### src/rtl/mem_ctrl_if.sv
// Request/response and RAM byte-bus bundle for the IF/MEM single-port arbiter.
// slave = the arbiter itself, master = the pipeline stages plus the RAM.
interface mem_ctrl_if #(parameter int ADDR_W = 17);
    logic              if_req;
    logic [31:0]       if_addr;
    logic [31:0]       if_data;
    logic              if_done;
    logic              mem_req;
    logic              mem_we;
    logic [1:0]        mem_width;
    logic [31:0]       mem_addr;
    logic [31:0]       mem_wdata;
    logic [31:0]       mem_rdata;
    logic              mem_done;
    logic [ADDR_W-1:0] ram_addr;
    logic              ram_we;
    logic [7:0]        ram_dout;
    logic [7:0]        ram_din;
    logic              stall_if_req;
    logic              stall_mem_req;

    modport slave (
        input  if_req, if_addr, mem_req, mem_we, mem_width, mem_addr, mem_wdata, ram_din,
        output if_data, if_done, mem_rdata, mem_done, ram_addr, ram_we, ram_dout,
               stall_if_req, stall_mem_req
    );

    modport master (
        output if_req, if_addr, mem_req, mem_we, mem_width, mem_addr, mem_wdata, ram_din,
        input  if_data, if_done, mem_rdata, mem_done, ram_addr, ram_we, ram_dout,
               stall_if_req, stall_mem_req
    );
endinterface

### src/rtl/mem_ctrl.sv
// mem_ctrl: serialises IF fetches and MEM loads/stores onto an 8-bit single-port RAM.
// Optional MEM_CTRL_IO_WAIT_EN adds io_buffer_full back-pressure on writes to the top address quarter.
module mem_ctrl #(
    parameter int ADDR_W = 17
) (
    input  logic clk,
    input  logic reset,
`ifdef MEM_CTRL_IO_WAIT_EN
    input  logic io_buffer_full,
`endif
    mem_ctrl_if.slave bus
);

    typedef enum logic [1:0] {
        IDLE = 2'b00,
        BUSY = 2'b01,
        DONE = 2'b10
    } state_t;

    state_t            state_r;
    logic              owner_mem_r;
    logic              we_r;
    logic [ADDR_W-1:0] addr_r;
    logic [2:0]        n_r;
    logic [2:0]        cnt_r;
    logic [23:0]       wdata_hi_r;
    logic [31:0]       buf_r;
    logic [31:0]       if_data_r;
    logic              if_done_r;
    logic [31:0]       mem_rdata_r;
    logic              mem_done_r;
    logic [ADDR_W-1:0] ram_addr_r;
    logic              ram_we_r;
    logic [7:0]        ram_dout_r;

    logic [2:0]        cnt_inc_s;
    logic [ADDR_W-1:0] next_addr_s;
    logic [31:0]       buf_next_s;
    logic [7:0]        wbyte_next_s;
    logic              wait_s;
    logic              unused_addr_s;

    function automatic logic [2:0] byte_count(input logic [1:0] width);
        case (width)
            2'b00:   return 3'd1;
            2'b01:   return 3'd2;
            default: return 3'd4;
        endcase
    endfunction

    assign cnt_inc_s     = cnt_r + 3'd1;
    assign next_addr_s   = addr_r + ADDR_W'(cnt_inc_s);
    assign unused_addr_s = ^{bus.if_addr[31:ADDR_W], bus.mem_addr[31:ADDR_W]};

`ifdef MEM_CTRL_IO_WAIT_EN
    // A write byte into the top quarter stalls while the I/O buffer is full.
    assign wait_s = (state_r == BUSY) & we_r & (ram_addr_r[ADDR_W-1 -: 2] == 2'b11) & io_buffer_full;
`else
    assign wait_s = 1'b0;
`endif

    // Read data for cycle cnt belongs to the address driven one cycle earlier.
    always_comb begin
        buf_next_s = buf_r;
        case (cnt_r)
            3'd1:    buf_next_s[7:0]   = bus.ram_din;
            3'd2:    buf_next_s[15:8]  = bus.ram_din;
            3'd3:    buf_next_s[23:16] = bus.ram_din;
            3'd4:    buf_next_s[31:24] = bus.ram_din;
            default: buf_next_s        = buf_r;
        endcase
    end

    // Store byte to present on the next write cycle.
    always_comb begin
        wbyte_next_s = 8'h00;
        case (cnt_inc_s)
            3'd1:    wbyte_next_s = wdata_hi_r[7:0];
            3'd2:    wbyte_next_s = wdata_hi_r[15:8];
            3'd3:    wbyte_next_s = wdata_hi_r[23:16];
            default: wbyte_next_s = 8'h00;
        endcase
    end

    // Arbitration FSM with registered RAM and completion outputs.
    always_ff @(posedge clk) begin
        if (reset) begin
            state_r     <= IDLE;
            owner_mem_r <= 1'b0;
            we_r        <= 1'b0;
            addr_r      <= {ADDR_W{1'b0}};
            n_r         <= 3'd0;
            cnt_r       <= 3'd0;
            wdata_hi_r  <= 24'h000000;
            buf_r       <= 32'h00000000;
            if_data_r   <= 32'h00000000;
            if_done_r   <= 1'b0;
            mem_rdata_r <= 32'h00000000;
            mem_done_r  <= 1'b0;
            ram_addr_r  <= {ADDR_W{1'b0}};
            ram_we_r    <= 1'b0;
            ram_dout_r  <= 8'h00;
        end else begin
            case (state_r)
                IDLE: begin
                    if_done_r  <= 1'b0;
                    mem_done_r <= 1'b0;
                    cnt_r      <= 3'd0;
                    buf_r      <= 32'h00000000;
                    if (bus.mem_req) begin
                        state_r     <= BUSY;
                        owner_mem_r <= 1'b1;
                        we_r        <= bus.mem_we;
                        addr_r      <= bus.mem_addr[ADDR_W-1:0];
                        n_r         <= byte_count(bus.mem_width);
                        wdata_hi_r  <= bus.mem_wdata[31:8];
                        ram_addr_r  <= bus.mem_addr[ADDR_W-1:0];
                        ram_we_r    <= bus.mem_we;
                        ram_dout_r  <= bus.mem_we ? bus.mem_wdata[7:0] : 8'h00;
                    end else if (bus.if_req) begin
                        state_r     <= BUSY;
                        owner_mem_r <= 1'b0;
                        we_r        <= 1'b0;
                        addr_r      <= bus.if_addr[ADDR_W-1:0];
                        n_r         <= 3'd4;
                        wdata_hi_r  <= 24'h000000;
                        ram_addr_r  <= bus.if_addr[ADDR_W-1:0];
                        ram_we_r    <= 1'b0;
                        ram_dout_r  <= 8'h00;
                    end else begin
                        ram_addr_r  <= {ADDR_W{1'b0}};
                        ram_we_r    <= 1'b0;
                        ram_dout_r  <= 8'h00;
                    end
                end
                BUSY: begin
                    if (!owner_mem_r && !bus.if_req) begin
                        // Branch flush: drop the fetch and its partial buffer.
                        state_r    <= IDLE;
                        cnt_r      <= 3'd0;
                        ram_addr_r <= {ADDR_W{1'b0}};
                        ram_we_r   <= 1'b0;
                        ram_dout_r <= 8'h00;
                    end else if (wait_s) begin
                        cnt_r <= cnt_r;
                    end else if (we_r) begin
                        if (cnt_inc_s < n_r) begin
                            cnt_r      <= cnt_inc_s;
                            ram_addr_r <= next_addr_s;
                            ram_we_r   <= 1'b1;
                            ram_dout_r <= wbyte_next_s;
                        end else begin
                            state_r     <= DONE;
                            cnt_r       <= 3'd0;
                            mem_done_r  <= 1'b1;
                            mem_rdata_r <= 32'h00000000;
                            ram_addr_r  <= {ADDR_W{1'b0}};
                            ram_we_r    <= 1'b0;
                            ram_dout_r  <= 8'h00;
                        end
                    end else begin
                        buf_r      <= buf_next_s;
                        ram_we_r   <= 1'b0;
                        ram_dout_r <= 8'h00;
                        if (cnt_inc_s < n_r) begin
                            ram_addr_r <= next_addr_s;
                        end else begin
                            ram_addr_r <= {ADDR_W{1'b0}};
                        end
                        if (cnt_r == n_r) begin
                            state_r <= DONE;
                            cnt_r   <= 3'd0;
                            if (owner_mem_r) begin
                                mem_done_r  <= 1'b1;
                                mem_rdata_r <= buf_next_s;
                            end else begin
                                if_done_r <= 1'b1;
                                if_data_r <= buf_next_s;
                            end
                        end else begin
                            cnt_r <= cnt_inc_s;
                        end
                    end
                end
                DONE: begin
                    state_r    <= IDLE;
                    if_done_r  <= 1'b0;
                    mem_done_r <= 1'b0;
                    ram_addr_r <= {ADDR_W{1'b0}};
                    ram_we_r   <= 1'b0;
                    ram_dout_r <= 8'h00;
                end
                default: begin
                    state_r    <= IDLE;
                    if_done_r  <= 1'b0;
                    mem_done_r <= 1'b0;
                    ram_addr_r <= {ADDR_W{1'b0}};
                    ram_we_r   <= 1'b0;
                    ram_dout_r <= 8'h00;
                end
            endcase
        end
    end

    assign bus.if_data       = if_data_r;
    assign bus.if_done       = if_done_r;
    assign bus.mem_rdata     = mem_rdata_r;
    assign bus.mem_done      = mem_done_r;
    assign bus.ram_addr      = ram_addr_r;
    assign bus.ram_we        = ram_we_r & ~wait_s;
    assign bus.ram_dout      = ram_dout_r;
    assign bus.stall_if_req  = bus.if_req & ~if_done_r;
    assign bus.stall_mem_req = bus.mem_req & ~mem_done_r;

endmodule

### src/flat_wrapper.sv
// flat-port wrapper written by rule: the top's interface ports become plain ports
module mem_ctrl_flat 
#(
    parameter int ADDR_W = 17
)
  (clk, reset, bus_if_req, bus_if_addr, bus_mem_req, bus_mem_we, bus_mem_width, bus_mem_addr, bus_mem_wdata, bus_ram_din, bus_if_data, bus_if_done, bus_mem_rdata, bus_mem_done, bus_ram_addr, bus_ram_we, bus_ram_dout, bus_stall_if_req, bus_stall_mem_req);
  mem_ctrl_if #(.ADDR_W(ADDR_W)) bus_i ();
  input  logic clk;
  input  logic reset;
  input wire logic [$bits(bus_i.if_req)-1:0] bus_if_req;
  input wire logic [$bits(bus_i.if_addr)-1:0] bus_if_addr;
  input wire logic [$bits(bus_i.mem_req)-1:0] bus_mem_req;
  input wire logic [$bits(bus_i.mem_we)-1:0] bus_mem_we;
  input wire logic [$bits(bus_i.mem_width)-1:0] bus_mem_width;
  input wire logic [$bits(bus_i.mem_addr)-1:0] bus_mem_addr;
  input wire logic [$bits(bus_i.mem_wdata)-1:0] bus_mem_wdata;
  input wire logic [$bits(bus_i.ram_din)-1:0] bus_ram_din;
  output wire logic [$bits(bus_i.if_data)-1:0] bus_if_data;
  output wire logic [$bits(bus_i.if_done)-1:0] bus_if_done;
  output wire logic [$bits(bus_i.mem_rdata)-1:0] bus_mem_rdata;
  output wire logic [$bits(bus_i.mem_done)-1:0] bus_mem_done;
  output wire logic [$bits(bus_i.ram_addr)-1:0] bus_ram_addr;
  output wire logic [$bits(bus_i.ram_we)-1:0] bus_ram_we;
  output wire logic [$bits(bus_i.ram_dout)-1:0] bus_ram_dout;
  output wire logic [$bits(bus_i.stall_if_req)-1:0] bus_stall_if_req;
  output wire logic [$bits(bus_i.stall_mem_req)-1:0] bus_stall_mem_req;
  assign bus_i.if_req = bus_if_req;
  assign bus_i.if_addr = bus_if_addr;
  assign bus_i.mem_req = bus_mem_req;
  assign bus_i.mem_we = bus_mem_we;
  assign bus_i.mem_width = bus_mem_width;
  assign bus_i.mem_addr = bus_mem_addr;
  assign bus_i.mem_wdata = bus_mem_wdata;
  assign bus_i.ram_din = bus_ram_din;
  assign bus_if_data = bus_i.if_data;
  assign bus_if_done = bus_i.if_done;
  assign bus_mem_rdata = bus_i.mem_rdata;
  assign bus_mem_done = bus_i.mem_done;
  assign bus_ram_addr = bus_i.ram_addr;
  assign bus_ram_we = bus_i.ram_we;
  assign bus_ram_dout = bus_i.ram_dout;
  assign bus_stall_if_req = bus_i.stall_if_req;
  assign bus_stall_mem_req = bus_i.stall_mem_req;
  mem_ctrl #(.ADDR_W(ADDR_W)) u_core (.clk(clk), .reset(reset), .bus(bus_i));
endmodule
### config.mk
export PLATFORM = sky130hd
export DESIGN_NAME = mem_ctrl_flat
export DESIGN_NICKNAME = d
export VERILOG_FILES = /design/src/rtl/mem_ctrl_if.sv /design/src/rtl/mem_ctrl.sv /design/src/flat_wrapper.sv
export SDC_FILE = /design/constraint.sdc
export NUM_CORES = 1
export LEC_CHECK = 0
export ABC_AREA = 1
export CAP_MARGIN = 10
export CORE_MARGIN = 2
export CORE_UTILIZATION = 60
export CTS_CLUSTER_SIZE = 25
export DETAILED_ROUTE_END_ITERATION = 7
export DONT_BUFFER_PORTS = 1
export GPL_TIMING_DRIVEN = 0
export PLACE_DENSITY = 0.81
export SLEW_MARGIN = 15
export SYNTH_ARGS = -nofsm -noshare
export SYNTH_HDL_FRONTEND = slang
export SYNTH_SLANG_ARGS = --single-unit
### constraint.sdc
create_clock -name clk -period 3.7 [get_ports clk]
set_clock_uncertainty 0.2 [all_clocks]
set_input_delay 0.37 -clock clk [delete_from_list [all_inputs] [get_ports clk]]
set_output_delay 0.37 -clock clk [all_outputs]
set_load 0.05 [all_outputs]
==> impl_metrics.json <==
{
  "ant_nets": 0,
  "synth_seq_cells": 175,
  "netlist_area_sq_um": 7844,
  "finalCritPeriodShare_pct": 73.36,
  "grtUsageMet2_pct": 53.03,
  "endpoint_kind": "flop",
  "cp_top_family": "adder cells",
  "layout.nets": 1313,
  "grt_first_pass_wirelength_mm": 34.64,
  "first_iter_violations": 564,
  "core-area_sq_um": 12670,
  "finalHoldViolCount": 0,
  "clk_pin_slew_worst_paths_ns": 0.07,
  "grt_max_degree": 17,
  "swShare_pct": 29.80,
  "crit_chain": "ha_1 > ha_1 > inv_1 > ha_1 > a21oi_1 > nand2_1 > nor2_4 > inv_2 > nor2_8 > nand2_1 > a21oi_1",
  "antenna_found_initial": 0,
  "diodes": 0,
  "ys_seq_area_share_pct": 44.66,
  "routedWlPerCell_microns": 15.47,
  "p_sw_mw": 1.349,
  "dieWidth_microns": 118.3,
  "place_hpwl_mm": 15.04,
  "r2r_slack_ns": 0.99,
  "grt.met3_usage_pct": 7.288,
  "fillerInstances": 1043,
  "grt_overflow": 0,
  "hold_path_startpoint": "bus_if_addr[10]",
  "grt-busiest-layer": "met2",
  "cp_num_buf_inv": 2,
  "rows": 41,
  "cts_root_buffer": "clkbuf_16",
  "postCtsSetupBuffers": 0,
  "dr.pass1.iters": 5,
  "crit_fanout": 9,
  "port_buffers": 0,
  "place_ws_ns": 1.036,
  "hold_class": "in -> reg",
  "ir_drop_mv": 0.3536,
  "critPathKind": "reg -> reg",
  "p_clk_share_pct": 39.2,
  "worst_slack_ns": 0.9856,
  "critPathLaunch": "u_core.cnt_r[0]",
  "syn_avg_cell_area_sq_um": 6.923,
  "io_pins": 205,
  "syn-num-nets": 1257,
  "maxSlewViolCount": 0,
  "grt_usage_pct": 30.56,
  "status": "finished clean",
  "ctsHoldBuffers": 37,
  "crit_top_cell": "ha_1",
  "yosys_warnings": 0,
  "cts.repair.resized": 0,
  "synth_cell_type_count": 37,
  "avgViaCountPerCell": 5.420,
  "max_freq_mhz": 368.4,
  "cts_buffers": 17,
  "vias": 7447,
  "synth_ff_type": "dfxtp_1",
  "finalSetupTns_ns": 0,
  "worstMarginPinSlew_ns": 0.8945,
  "h-tree-depth": 4,
  "crit_arrival_ns": 2.87,
  "placed_cells": 1305,
  "period_needed_ns": 2.714,
  "synth_edf_count": 0,
  "required_ns": 3.85,
  "clockBufferDepth": 2,
  "slew_headroom_pct": 40.14,
  "grtUsageMet1_pct": 36.50,
  "timing.rr.start": "u_core.cnt_r[0]",
  "power_frac_comb_pct": 12.3,
  "cts_sinks": 175,
  "wl_mm": 21.26,
  "maxCapViolCount": 0,
  "leakagePower_nw": 3.801,
  "place_congestion": 0.8908,
  "synthToLayoutAreaGrowth_pct": 14.88,
  "drc_errors": 0,
  "initial_utilization_pct": 61.90,
  "slowest_stage": "dfxtp_1",
  "setup_viol": 0,
  "final_cells": 1374,
  "post-route-util_pct": 71.12,
  "async_flop_share_pct": 0,
  "start_kind": "flop",
  "seqPwrFrac_pct": 48.5,
  "critPathMaxStageDelay_ns": 0.36,
  "fp.dieH_microns": 118.3,
  "p_int_mw": 3.179,
  "drive_above_1_share_pct": 7.571,
  "syn_inst": 1133,
  "dieArea_sq_um": 14000,
  "rsz0062_at_grt": "false",
  "grt_pass1_vias": 7100,
  "cts_tree": "built",
  "clk_latency_ns": 0.43,
  "power.density_nw_per_um2": 502.5
}
## registers in the layout, summed over array words and instances (netlist names)
signal                cells
u_core.bus.mem_done       1
u_core.owner_mem_r        1
u_core.we_r               1
u_core.bus.if_data       32
u_core.bus.ram_we         1
u_core.bus.if_done        1
u_core.bus.ram_addr      17
u_core.n_r                3
u_core.bus.ram_dout       8
u_core.buf_r             32
u_core.wdata_hi_r        24
u_core.bus.mem_rdata     32
u_core.state_r            2
u_core.cnt_r              3
u_core.addr_r            17
## synthesized netlist by cell type (all sizes together) (4+ instances only)
master	count	area, sq um
o21ai	73	365.4
dfxtp	175	3503
nand3	63	320.3
ha	12	150.1
nand2	347	1310
inv	101	381.6
clkbuf	27	101.4
nand4	4	40.04
nor2	138	569.3
o21bai	5	37.54
buf	32	221.5
a21oi	139	710.7
## through the flow
stage               power [mW]  area, sq um  hold WS (ns)
detailed placement       2.747         8059        0.2453
global placement         2.732         8059        0.2387
finish                   4.528         9011      0.004271
floorplan                2.615         7844        0.2294
CTS                      4.522         9011     0.0003638
global route             4.690         9011       0.01292
## layout make-up
cell class	instances	area, sq um	area share (%)
inverter	102	386.6	4.290
timing repair buffer	37	370.4	4.110
clock inverter	13	138.9	1.541
buffer	59	322.8	3.582
tap	172	215.2	2.388
sequential	175	3503	38.88
multi-input combinational	797	3631	40.29
clock buffer	19	442.9	4.915
## tightest hold or removal path, delay by kind of cell
family,cells,cell delay (ns)
AND/OR/NAND/NOR,3,0.15
AO/OA/AOI/OAI,1,0.06
## cells by family (layout without fill, tap and decap cells)
kind of cell    count (synthesis)  count (layout)  synth area share (%)
buf+inv                       161             230                 9.044
simple gates                  559             559                 29.08
xor+xnor                        2               2                0.2234
compound gates                223             223                 14.82
fa+ha+maj                      13              13                 2.169
flops                         175             175                 44.66
## metal layers
metal	routed length (microns)	vias to the layer above
met4	495	0
li1	-	3702
met1	8791	3407
met2	10400	295
met5	0	-
met3	1575	43
## power by group through the flow
stage / registers, mW / clock network (mW) / logic (mW)
floorplan: 2.22 / 0 / 0.396
global placement: 2.23 / 0 / 0.498
detailed placement: 2.24 / 0 / 0.512
CTS: 2.19 / 1.78 / 0.547
global route: 2.20 / 1.87 / 0.620
finish: 2.20 / 1.78 / 0.557
## path summary, 6_finish.rpt
path,end,depth (start not counted)
hold reg to reg,u_core.buf_r[28],2
hold / removal,u_core.bus.ram_addr[10],4
setup / recovery,u_core.bus.ram_dout[2],11
setup reg to reg,u_core.bus.ram_dout[2],11
## layout by cell type (no fill, tap or decap), types with 13 or more instances in the layout
master and instances:
inv_1 91, nor2_1 131, nand3_1 62, buf_2 15
clkbuf_16 17, o21ai_0 60, nand2_1 344, clkbuf_1 28
o21ai_1 13, a21oi_1 137, dfxtp_1 175, dlygate4sd3_1 37
(Power assumes the default switching activity.)
